<file path="src/rtl/hub75_pkg.sv">
// Shared types and widths for the HUB75 frame-buffer arbiter and shift-out path.
package hub75_pkg;

    typedef enum logic {
        SW_IDLE,
        SW_PEND
    } hub75_swap_state_t;

    typedef enum logic [1:0] {
        GNT_NONE,
        GNT_RD,
        GNT_WR
    } hub75_grant_t;

    // Default colour depth and packed RGB word width used by the shift-out path
    localparam int HUB75_BPP    = 8;
    localparam int HUB75_RGB_W  = 3 * HUB75_BPP;

    // RGB word width for an arbitrary per-channel depth
    function automatic int rgb_width(input int bpp);
        return 3 * bpp;
    endfunction

endpackage

</file>
<file path="src/rtl/hub75_starve_guard.sv">
// Starvation guard: counts consecutive read grants while a host write waits
// and forces a write slot once max_rd_run_p reads have gone by.
module hub75_starve_guard #(
    parameter int max_rd_run_p = 8
) (
    input  logic clk,
    input  logic rst,
    input  logic wr_valid,
    input  logic rd_grant,
    input  logic wr_grant,
    output logic force_wr
);

    localparam int run_width_p = $clog2(max_rd_run_p + 1);
    localparam logic [run_width_p-1:0] run_max = run_width_p'(max_rd_run_p);

    logic [run_width_p-1:0] rd_run;

    // Read-run counter: cleared when no write waits or a write is granted, saturates at the limit
    always_ff @(posedge clk) begin
        if (rst) begin
            rd_run <= '0;
        end else if (!wr_valid || wr_grant) begin
            rd_run <= '0;
        end else if (rd_grant && (rd_run != run_max)) begin
            rd_run <= rd_run + 1'b1;
        end
    end

    assign force_wr = wr_valid && (rd_run == run_max);

endmodule

</file>
<file path="src/rtl/hub75_fb_arbiter.sv">
// Frame-buffer RAM arbiter for the HUB75 display (reads have priority, host
// writes are guaranteed a slot by the starvation guard).
// Optional double buffering is enabled by defining HUB75_FB_DOUBLE_BUF_EN:
// writes then go to the back bank and banks swap only at frame boundaries.
module hub75_fb_arbiter
    import hub75_pkg::*;
#(
    parameter int hpixel_p     = 64,
    parameter int vpixel_p     = 64,
    parameter int bpp_p        = 8,
    parameter int max_rd_run_p = 8,
    localparam int addr_width_p = $clog2(hpixel_p * vpixel_p),
    localparam int word_width_p = rgb_width(bpp_p)
) (
    input  logic                    clk,
    input  logic                    rst,
    input  logic                    i_rd_req,
    input  logic [addr_width_p-1:0] i_rd_addr,
    output logic                    o_rd_ready,
    output logic                    o_rd_valid,
    output logic [word_width_p-1:0] o_rd_data,
    input  logic                    i_wr_valid,
    input  logic [addr_width_p-1:0] i_wr_addr,
    input  logic [word_width_p-1:0] i_wr_data,
    output logic                    o_wr_ready,
    input  logic                    i_swap_req,
    input  logic                    i_frame_done,
    output logic                    o_swap_pending,
    output logic                    o_front_bank,
    output logic                    o_mem_en,
    output logic                    o_mem_we,
    output logic [addr_width_p:0]   o_mem_addr,
    output logic [word_width_p-1:0] o_mem_wdata,
    input  logic [word_width_p-1:0] i_mem_rdata
);

    hub75_grant_t grant;
    logic         force_wr;
    logic         front_bank;
    logic         wr_bank;

    hub75_starve_guard #(
        .max_rd_run_p (max_rd_run_p)
    ) u_starve_guard (
        .clk      (clk),
        .rst      (rst),
        .wr_valid (i_wr_valid),
        .rd_grant (grant == GNT_RD),
        .wr_grant (grant == GNT_WR),
        .force_wr (force_wr)
    );

    // Per-cycle grant decision: display reads win unless the guard forces a write
    always_comb begin
        grant = GNT_NONE;
        if (i_rd_req && !force_wr) begin
            grant = GNT_RD;
        end else if (i_wr_valid) begin
            grant = GNT_WR;
        end
    end

    // Drive the RAM port and handshakes from the grant
    always_comb begin
        o_rd_ready  = 1'b0;
        o_wr_ready  = 1'b0;
        o_mem_en    = 1'b0;
        o_mem_we    = 1'b0;
        o_mem_addr  = '0;
        o_mem_wdata = '0;
        case (grant)
            GNT_RD: begin
                o_rd_ready = 1'b1;
                o_mem_en   = 1'b1;
                o_mem_addr = {front_bank, i_rd_addr};
            end
            GNT_WR: begin
                o_wr_ready  = 1'b1;
                o_mem_en    = 1'b1;
                o_mem_we    = 1'b1;
                o_mem_addr  = {wr_bank, i_wr_addr};
                o_mem_wdata = i_wr_data;
            end
            default: ;
        endcase
    end

    // Read data is valid one cycle after a read grant (synchronous RAM latency)
    always_ff @(posedge clk) begin
        if (rst) begin
            o_rd_valid <= 1'b0;
        end else begin
            o_rd_valid <= (grant == GNT_RD);
        end
    end

    assign o_rd_data = i_mem_rdata;

`ifdef HUB75_FB_DOUBLE_BUF_EN
    hub75_swap_state_t state;
    hub75_swap_state_t state_nxt;
    logic              toggle;

    // Swap state and front-bank register; the new bank applies from the cycle after frame_done
    always_ff @(posedge clk) begin
        if (rst) begin
            state      <= SW_IDLE;
            front_bank <= 1'b0;
        end else begin
            state <= state_nxt;
            if (toggle) begin
                front_bank <= ~front_bank;
            end
        end
    end

    // Next swap state: a request waits for frame end unless both arrive together
    always_comb begin
        state_nxt = state;
        case (state)
            SW_IDLE: if (i_swap_req && !i_frame_done) state_nxt = SW_PEND;
            SW_PEND: if (i_frame_done) state_nxt = SW_IDLE;
            default: state_nxt = SW_IDLE;
        endcase
    end

    // Swap outputs: toggle on frame end when a swap is pending or requested in that cycle
    always_comb begin
        toggle         = 1'b0;
        o_swap_pending = (state == SW_PEND);
        case (state)
            SW_IDLE: toggle = i_swap_req && i_frame_done;
            SW_PEND: toggle = i_frame_done;
            default: toggle = 1'b0;
        endcase
    end

    assign wr_bank = ~front_bank;
`else
    logic unused_swap_inputs;

    assign front_bank         = 1'b0;
    assign wr_bank            = 1'b0;
    assign o_swap_pending     = 1'b0;
    assign unused_swap_inputs = i_swap_req ^ i_frame_done;
`endif

    assign o_front_bank = front_bank;

endmodule

</file>
<file path="config.mk">
export PLATFORM = sky130hd
export DESIGN_NAME = hub75_fb_arbiter
export DESIGN_NICKNAME = d
export VERILOG_FILES = /design/src/rtl/hub75_pkg.sv /design/src/rtl/hub75_starve_guard.sv /design/src/rtl/hub75_fb_arbiter.sv
export SDC_FILE = /design/constraint.sdc
export NUM_CORES = 1
export LEC_CHECK = 0
export CELL_PAD_IN_SITES_DETAIL_PLACEMENT = 1
export CELL_PAD_IN_SITES_GLOBAL_PLACEMENT = 1
export CORE_MARGIN = 2
export CORE_UTILIZATION = 10
export DETAILED_ROUTE_END_ITERATION = 10
export PLACE_DENSITY_LB_ADDON = 0.05
export SLEW_MARGIN = 10
export SYNTH_ARGS = -nofsm -noshare
export SYNTH_HDL_FRONTEND = slang
export SYNTH_SLANG_ARGS = --single-unit
</file>
<file path="constraint.sdc">
create_clock -name clk -period 1.56 [get_ports clk]
set_input_delay 0.312 -clock clk [delete_from_list [all_inputs] [get_ports clk]]
set_output_delay 0.312 -clock clk [all_outputs]
set_load 0.1 [all_outputs]
</file>
==> flow_summary.ini <==
[outcome]
status = finished, violations left
violations = negative setup slack

[detailed_routing]
drtAntennaViolNets = 0
wl_per_cell_um = 15.28
dr.pass1.iters = 3
route.vias.total = 945
drc = 0
initialDrtViolationCount = 12
wirelength_mm = 4.217
vias_per_cell = 3.424

[floorplanning]
die-area_um2 = 8282
pin_count = 146
dieHeight_um = 91.01
start_util = 0.1038
dieWidth_um = 91.01
coreArea_um2 = 7292
rows = 31

[sta]
timing.fmax_mhz = 516.0
layout_setup_ws_ps = -377.9
fin_tns_setup_ps = -13680
finalHoldViolations = 0
setup_violations = 39
fin_skew_ps = 0.3718
drv_slew = 0
rsz0062_at_grt = true
min_period_over_period = 1.242
fin_crit_ps = 1938

[synthesis]
post_synth.cell_area_avg_um2 = 8.140
yosys_warnings = 0
synth_edf_count = 0
yosys.area.top_type_share = 0.2777
synth_common_cells = buf_4, and2_1, a22o_1
synthDistinctLibCells = 18
ys_ff_latch = 5
yosysMostFrequentCell = buf_4
synthFlopType = dfxtp_1
synth.area.top_cells = buf_4, and2_1, a22o_1, dfxtp_1, buf_6
async_flop_share = 0
yosysTopAreaCell = buf_4
syn_area_um2 = 757.0
synthCells = 93
ys_seq_area_frac = 0.1322

[grt]
use_met3 = 0.02656
grt_util_met2 = 0.1593
gr-total-overflow = 0
grt_pass1_vias = 1035
busiest_layer = met2
met1_usage = 0.1306
antenna_found_initial = 0
grt_first_pass_wirelength_mm = 6.265
grt_max_degree = 15
gr-usage-all-layers = 0.09756

[clocking]
clockBufferDepth = 2
cts-root-buf = clkbuf_8
cts_buffers = 3
clock_tree.htree_level_count = 1
clkTransAtPathRegs_ps = 40
cts_tree = built
clock-sinks = 5
clk_latency_ps = 220

[worst_setup_path]
endpoint_kind = output port
critPathKind = register to output port
cp_slowest_cell = dfxtp_2
slowest_delay_ps = 320
cp.arrival_ps = 1630
crit_path_cell_trace = inv_2 -> ha_4 -> nand3b_4 -> a21oi_4 -> buf_6 -> clkbuf_16 -> a22o_4 -> buf_12
worst-path-buf-inv = 4
startpoint_type = register
worstPathMaxFanout = 6
worstPathRequired_ps = 1250
cpLargestDelayFamily = buffers and inverters

[finish]
fin_nets = 258
drive_gt1_frac = 0.6158
nFillCells = 808
register_area_um2 = 102.6
diodes = 0
multi_input_area_um2 = 579.3
fin_area_um2 = 2399
areaGrowthSynthToFinish_pct = 216.9
utilization = 0.3289

[placement]
dpl-instance-area_um2 = 2226
gp_congestion = 0.7536
numPortBuffers = 92
dp_hpwl_mm = 3.577

[flow_run]
max_cap_violations = 0

[min_path]
hold_path.class = register to register

[pwr]
vdd_drop_max_mv = 0.4643
p_per_area_nw_per_um2 = 578.2
cellLeakagePower_nw = 1.009
==> stage by stage <==
step	power, mW	hold WS, ps	worst slack (ps)	std cells
2_1_floorplan	0.9993	383.6	-242.9	95
3_3_place_gp	1.113	501.5	-441.2	267
3_5_place_dp	1.121	511.0	-525.1	267
4_1_cts	1.396	514.8	-395.1	275
5_1_grt	1.435	532.0	-461.6	276
6_report	1.387	511.3	-377.9	276
==> worst reg2reg max path, delay by kind of cell (launching register included) <==
kind                       cells  cell delay [ps]
and+or+nand+nor                2              260
DFF                            1              320
buffers and inverters          1               60
AOI/OAI and AO/OA              1              300
adders and majority gates      1              140
==> cell families after synthesis <==
logic type      Yosys count  share of synthesized area
xor+xnor                  2                    0.02314
flops                     5                     0.1322
compound gates           14                     0.1703
simple gates             33                     0.2793
other cells               1                   0.004954
fa+ha+maj                 2                    0.03305
buf+inv                  36                     0.3570
==> state kept, by name, summed over array words and instances (netlist names) <==
signal                 flops
o_rd_valid                 1
u_starve_guard.rd_run      4
==> routing by layer <==
metal | vias up | wire (µm)
li1 | 439 | -
met1 | 437 | 1892
met2 | 65 | 1972
met3 | 4 | 336
met4 | 0 | 15
met5 | - | 0
==> worst paths after layout <==
check / from / to / slack, ps / cells past startpoint
setup / recovery: u_starve_guard.rd_run[1] / o_mem_addr[9] / -380 / 8
hold / removal: u_starve_guard.rd_run[0] / u_starve_guard.rd_run[0] / 510 / 2
setup reg to reg: u_starve_guard.rd_run[1] / o_rd_valid / 380 / 5
hold reg to reg: u_starve_guard.rd_run[0] / u_starve_guard.rd_run[0] / 510 / 2
==> power breakdown <==
part           internal, mW  total (mW)  switching (mW)
registers             0.132       0.134         0.00208
clock network         0.175       0.236          0.0612
logic                 0.438        1.02           0.579
total                 0.745        1.39           0.642
==> cell type report <==
cell class,instances,area share
sequential,5,0.04278
tap,99,0.05164
inverter,4,0.006260
multi-input combinational,54,0.2415
clock buffer,4,0.01878
timing repair buffer,110,0.6390
==> cells in the final DEF, fill, tap and decap left out <==
cell / count
and2_4: 24
nor2b_1: 1
buf_6: 6
clkdlybuf4s50_1: 49
ha_4: 1
o21a_4: 1
nand3b_4: 1
clkbuf_16: 1
clkbuf_8: 3
inv_2: 3
or2_2: 1
dfxtp_1: 3
buf_12: 42
buf_4: 9
inv_1: 1
a21oi_4: 1
nor2_1: 4
ha_1: 1
clkbuf_1: 1
buf_16: 1
a22o_4: 12
xnor2_1: 1
nand3_1: 1
clkbuf_2: 1
dfxtp_2: 2
xor2_1: 1
dlygate4sd2_1: 1
nand4b_1: 1
conb_1: 3
==> repair_timing <==
action / CTS / global route
gates cloned: 1 / 1
buffers inserted: 3 / 0
pin swaps: 2 / 4
gates resized for setup: 15 / 2
endpoints found under the setup margin: 40 / 40
hold buffers: 0 / 0
(Power assumes the default switching activity.)
